==> src/rtl/logic_reduce_pkg.sv <==
// Shared types for the logic reduce unit: operation select encoding and
// output FIFO occupancy states.
package logic_reduce_pkg;

  typedef enum logic [2:0] {
    OP_AND  = 3'd0,
    OP_OR   = 3'd1,
    OP_XOR  = 3'd2,
    OP_NAND = 3'd3,
    OP_NOR  = 3'd4,
    OP_XNOR = 3'd5,
    OP_MAJ  = 3'd6,
    OP_RSVD = 3'd7
  } op_e;

  typedef enum logic [1:0] {
    FIFO_EMPTY = 2'd0,
    FIFO_ONE   = 2'd1,
    FIFO_TWO   = 2'd2
  } fifo_state_e;

endpackage

==> src/rtl/logic_reduce_unit_reduce_core.sv <==
// Combinational masked reduction of WIDTH operand bits; masked-off bits act
// as the identity of the selected operation and are not counted for MAJ.
module reduce_core
  import logic_reduce_pkg::*;
#(
  parameter int WIDTH = 4
) (
  input  logic [WIDTH-1:0] in_data,
  input  logic [WIDTH-1:0] in_mask,
  input  logic [2:0]       in_op,
  output logic             f
);

  // One spare bit so that twice the set-bit count never overflows.
  localparam int CW = $clog2(WIDTH + 1) + 1;

  logic [WIDTH-1:0] act_s;
  logic             all_s;
  logic             any_s;
  logic             par_s;
  logic             maj_s;
  logic [CW-1:0]    ones_s;
  logic [CW-1:0]    mcnt_s;

  // Partial reductions shared by the true and inverted operations
  always_comb begin
    act_s  = in_data & in_mask;
    all_s  = &(in_data | ~in_mask);
    any_s  = |act_s;
    par_s  = ^act_s;
    ones_s = '0;
    mcnt_s = '0;
    for (int i = 0; i < WIDTH; i++) begin
      ones_s = ones_s + CW'(act_s[i]);
      mcnt_s = mcnt_s + CW'(in_mask[i]);
    end
    maj_s = {ones_s[CW-2:0], 1'b0} > mcnt_s;
  end

  // Operation select
  always_comb begin
    case (op_e'(in_op))
      OP_AND:  f = all_s;
      OP_OR:   f = any_s;
      OP_XOR:  f = par_s;
      OP_NAND: f = ~all_s;
      OP_NOR:  f = ~any_s;
      OP_XNOR: f = ~par_s;
      OP_MAJ:  f = maj_s;
      OP_RSVD: f = 1'b0;
      default: f = 1'b0;
    endcase
  end

endmodule

==> src/rtl/logic_reduce_unit.sv <==
// Logic reduce unit: valid/ready front end, 2-entry result FIFO and a
// saturating count of popped results equal to 1.
module logic_reduce_unit
  import logic_reduce_pkg::*;
#(
  parameter int WIDTH = 4,
  parameter int CNT_W = 8
) (
  input  logic             clk,
  input  logic             rst,
  input  logic             in_valid,
  output logic             in_ready,
  input  logic [WIDTH-1:0] in_data,
  input  logic [WIDTH-1:0] in_mask,
  input  logic [2:0]       in_op,
  output logic             out_valid,
  input  logic             out_ready,
  output logic             out_f,
  output logic [CNT_W-1:0] true_cnt
);

  fifo_state_e      state_r;
  fifo_state_e      state_nxt;
  logic             head_r;
  logic             tail_r;
  logic [CNT_W-1:0] cnt_r;
  logic             f_s;
  logic             push_s;
  logic             pop_s;

  reduce_core #(.WIDTH(WIDTH)) u_core (
    .in_data (in_data),
    .in_mask (in_mask),
    .in_op   (in_op),
    .f       (f_s)
  );

  // Occupancy state register
  always_ff @(posedge clk) begin
    if (rst) begin
      state_r <= FIFO_EMPTY;
    end else begin
      state_r <= state_nxt;
    end
  end

  // Next occupancy from push/pop
  always_comb begin
    state_nxt = state_r;
    case (state_r)
      FIFO_EMPTY: state_nxt = push_s ? FIFO_ONE : FIFO_EMPTY;
      FIFO_ONE: begin
        if (push_s && !pop_s) begin
          state_nxt = FIFO_TWO;
        end else if (pop_s && !push_s) begin
          state_nxt = FIFO_EMPTY;
        end else begin
          state_nxt = FIFO_ONE;
        end
      end
      FIFO_TWO:   state_nxt = (pop_s && !push_s) ? FIFO_ONE : FIFO_TWO;
      default:    state_nxt = FIFO_EMPTY;
    endcase
  end

  // Handshake outputs; everything is held quiet while reset is applied
  always_comb begin
    in_ready  = 1'b0;
    out_valid = 1'b0;
    if (rst) begin
      in_ready  = 1'b0;
      out_valid = 1'b0;
    end else begin
      out_valid = (state_r != FIFO_EMPTY);
      in_ready  = (state_r != FIFO_TWO) || out_ready;
    end
  end

  assign push_s   = in_valid & in_ready;
  assign pop_s    = out_valid & out_ready;
  assign out_f    = out_valid & head_r;
  assign true_cnt = rst ? '0 : cnt_r;

  // FIFO storage: head is the presented result, tail the one queued behind it
  always_ff @(posedge clk) begin
    if (rst) begin
      head_r <= 1'b0;
      tail_r <= 1'b0;
    end else begin
      case (state_r)
        FIFO_EMPTY: if (push_s) head_r <= f_s;
        FIFO_ONE: begin
          if (push_s && pop_s) begin
            head_r <= f_s;
          end else if (push_s) begin
            tail_r <= f_s;
          end
        end
        FIFO_TWO: begin
          if (pop_s) begin
            head_r <= tail_r;
            if (push_s) tail_r <= f_s;
          end
        end
        default: begin
          head_r <= 1'b0;
          tail_r <= 1'b0;
        end
      endcase
    end
  end

  // Saturating count of popped true results
  always_ff @(posedge clk) begin
    if (rst) begin
      cnt_r <= '0;
    end else if (pop_s && head_r && (cnt_r != {CNT_W{1'b1}})) begin
      cnt_r <= cnt_r + {{(CNT_W-1){1'b0}}, 1'b1};
    end
  end

endmodule

==> config.mk <==
export PLATFORM = sky130hd
export DESIGN_NAME = logic_reduce_unit
export DESIGN_NICKNAME = d
export VERILOG_FILES = /design/src/rtl/logic_reduce_pkg.sv /design/src/rtl/logic_reduce_unit_reduce_core.sv /design/src/rtl/logic_reduce_unit.sv
export SDC_FILE = /design/constraint.sdc
export NUM_CORES = 1
export LEC_CHECK = 0
export CORE_UTILIZATION = 51
export CTS_BUF_LIST = sky130_fd_sc_hd__clkbuf_2
export DETAILED_ROUTE_END_ITERATION = 7
export PLACE_DENSITY = 0.81
export SLEW_MARGIN = 10
export SYNTH_ARGS = -nofsm -noshare
export SYNTH_HDL_FRONTEND = slang
export SYNTH_SLANG_ARGS = --single-unit
==> constraint.sdc <==
create_clock -name clk -period 5.01 [get_ports clk]
set_clock_uncertainty 0.15 [all_clocks]
set_input_delay 1.2525 -clock clk [delete_from_list [all_inputs] [get_ports clk]]
set_output_delay 1.2525 -clock clk [all_outputs]
set_load 0.05 [all_outputs]
==> flow_summary.toml, run 1 <==
[sta]
tightest_slew_ps = 494
period_share_pct = 85.6
finalHoldViolations = 0
fmax_mhz = 233
maxSlewHeadroom_pct = 67.0
setup_violations = 0
tns_ps = 0
rsz0062_at_grt = "no"
finalMaxSlewViolations = 0
period_needed_ps = 4290

[grt]
antenna_found_initial = 0
grt_max_degree = 26
grt_pass1_vias = 958
overflow = 0
grtUsageTotal_pct = 20.3
grt_pass1_wl_um = 3840

[die]
start_util_pct = 55.4
die_y_um = 48.9
pin_count = 26
fp-row-count = 16
dieArea_um2 = 2390
core_area_um2 = 2020
fp.dieW_um = 48.9

[logic_synthesis]
yosys-top-cells-count = "inv_1 (17), ha_1 (15), dfxtp_1 (12), nor2b_1 (10), nor2_1 (9)"
syn-num-nets = 168
ys_async_sr_fraction_pct = 0
synth_edf_count = 0
syn_area_um2 = 1120
synth_cells = 135
avgSynthCellArea_um2 = 8.30
yosys.cell_types.count = 42
synthTopCellsByArea = "dfxtp_1 (21%), ha_1 (17%), inv_1 (5.7%)"
ys.flop_type = "dfxtp_1"
synth_most_common_cell = "inv_1"
synth_top_area_share_pct = 21.4
ys_seq_elements = 12
yosys.area.top_type = "dfxtp_1"
seq_area_frac_synth_pct = 21.4
yosysWarnings = 0

[clock_tree]
clk_latency_ps = 270
cts_tree = "yes"
cts_buffers = 3
cts_root_buf = "clkbuf_2"
clk_path_buf_depth = 2
hold_buffers = 0
clkSinkCount = 12
clk_pin_slew_ps = 120
cts.htree.levels = 1
cts_setup_buffers = 0
cts-resized-gates = 0

[route]
routedWlPerCell_um = 11.7
drtIter0Drc = 28
wl_met2_um = 1130
ant_nets = 0
wl_met3_um = 70
firstDrtPassIters = 4
vias_per_cell = 5.31
drt-met1-wl_um = 987
top_layer_used = "met4"
vias = 1008
wl_um = 2220
drc_errors = 0

[final_layout]
diodes = 0
layout.nets = 197
area_growth_syn_to_layout_pct = 26.8
nFillCells = 169
stdcell_count = 190
seq_area_um2 = 240
post-route-util_pct = 70.3
multi_input_area_um2 = 802
drive_above_1_share_pct = 7.36

[setup_path]
cp_data_arrival_time_ps = 2890
crit_path_max_fanout = 25
endpoint_kind = "primary output"
cp-start-kind = "input port"
cp.required_ps = 3610
path_class = "in -> out"

[power_and_ir_drop]
p_sw_w = 0.0000698
p_int_w = 0.000149
clkPwrFrac_pct = 22.4
p_leak_nw = 0.578
switching_share_pct = 31.9
power_frac_comb_pct = 32.5
ir_worst_vdd_mv = 0.140
seqPwrFrac_pct = 45.1
cellPowerDensity_nw_per_um2 = 154

[status]
outcome = "completed"

[run]
max-cap-violations = 0

[placement]
io_buffers = 25
gp_congestion = 0.845
dp_hpwl_um = 1810
dpl.cell_count = 186

[min_path]
hp-class = "reg -> reg"
[layout by cell type (no fill, tap or decap), drive strengths merged, types with 2 or more instances in the layout]
cell type,count
a221oi,2
a22oi,2
and2,3
buf,2
clkbuf,3
clkdlybuf4s50,24
dfxtp,12
fa,3
ha,15
inv,19
nand2,9
nand2b,6
nand3,4
nand3b,2
nand4,2
nor2,10
nor2b,10
nor3,8
nor4bb,2
o211ai,2
xnor2,5
[kinds of logic after synthesis]
| logic type | Yosys count | share of synthesized area, % |
|---|---|---|
| compound gates | 15 | 12.5 |
| xor+xnor | 6 | 4.69 |
| fa+ha+maj | 18 | 22.1 |
| buf+inv | 21 | 7.03 |
| flops | 12 | 21.4 |
| mux | 1 | 0.893 |
| simple gates | 62 | 31.4 |
[cell type report]
cell class	instances	share of cell area [%]
flip-flops and latches	12	16.9
multi-input cells	102	56.4
inverters	19	5.02
repair buffers	26	18.0
clock buffers	3	1.06
well taps	27	2.38
clock inverters	1	0.264
[worst max-delay path: stages]
cell and delay [ps]:
clkdlybuf4s50_1 400, buf_4 210, nor2_2 190, clkdlybuf4s50_1 830
[power by group through the flow]
| stage | Combinational, W | Clock (W) | Sequential (W) |
|---|---|---|---|
| 6_report | 0.0000712 | 0.0000491 | 0.0000986 |
| 5_1_grt | 0.0000802 | 0.0000544 | 0.0000988 |
| 4_1_cts | 0.0000717 | 0.0000509 | 0.0000986 |
| 3_5_place_dp | 0.0000712 | 0 | 0.000101 |
| 3_3_place_gp | 0.0000689 | 0 | 0.000101 |
| 2_1_floorplan | 0.0000457 | 0 | 0.000100 |
[sequential cells by signal, indices dropped and copies added (netlist names)]
| register | count |
|---|---|
| tail_r | 1 |
| head_r | 1 |
| state_r | 2 |
| cnt_r | 8 |
[final timing paths]
check	slack, ps	end	start	cells after the start
setup / recovery	720	out_valid	rst	4
hold / removal	360	tail_r	tail_r	2
setup reg to reg	2740	head_r	state_r[0]	10
hold reg to reg	360	tail_r	tail_r	2
[per-layer routing]
| layer | GRT usage, % | vias to the layer above |
|---|---|---|
| met3 | 1.56 | 5 |
| met4 | 9.31 | 0 |
| met1 | 23.4 | 464 |
| met2 | 37.7 | 21 |
| met5 | 0 | - |
| li1 | - | 518 |
[per-stage QoR]
step | cell area, um^2 | power [W] | worst slack (ps) | hold WS (ps)
after global routing | 1420 | 0.000233 | 654 | 379
after CTS | 1420 | 0.000221 | 719 | 357
after detailed placement | 1400 | 0.000172 | 573 | 340
after floorplan | 1120 | 0.000146 | 1110 | 303
final | 1420 | 0.000219 | 722 | 359
after global placement | 1400 | 0.000170 | 621 | 319
Note: power is estimated with default switching activity, not from simulation.
==> run 2, diff against run 1 <==
--- a/config.mk
+++ b/config.mk
@@ -13,3 +13,4 @@
 export SYNTH_ARGS = -nofsm -noshare
 export SYNTH_HDL_FRONTEND = slang
 export SYNTH_SLANG_ARGS = --single-unit
+export TNS_END_PERCENT = 20
==> results of run 2 <==
Same layout as run 1: the final DEF is identical, and so are final timing and power.
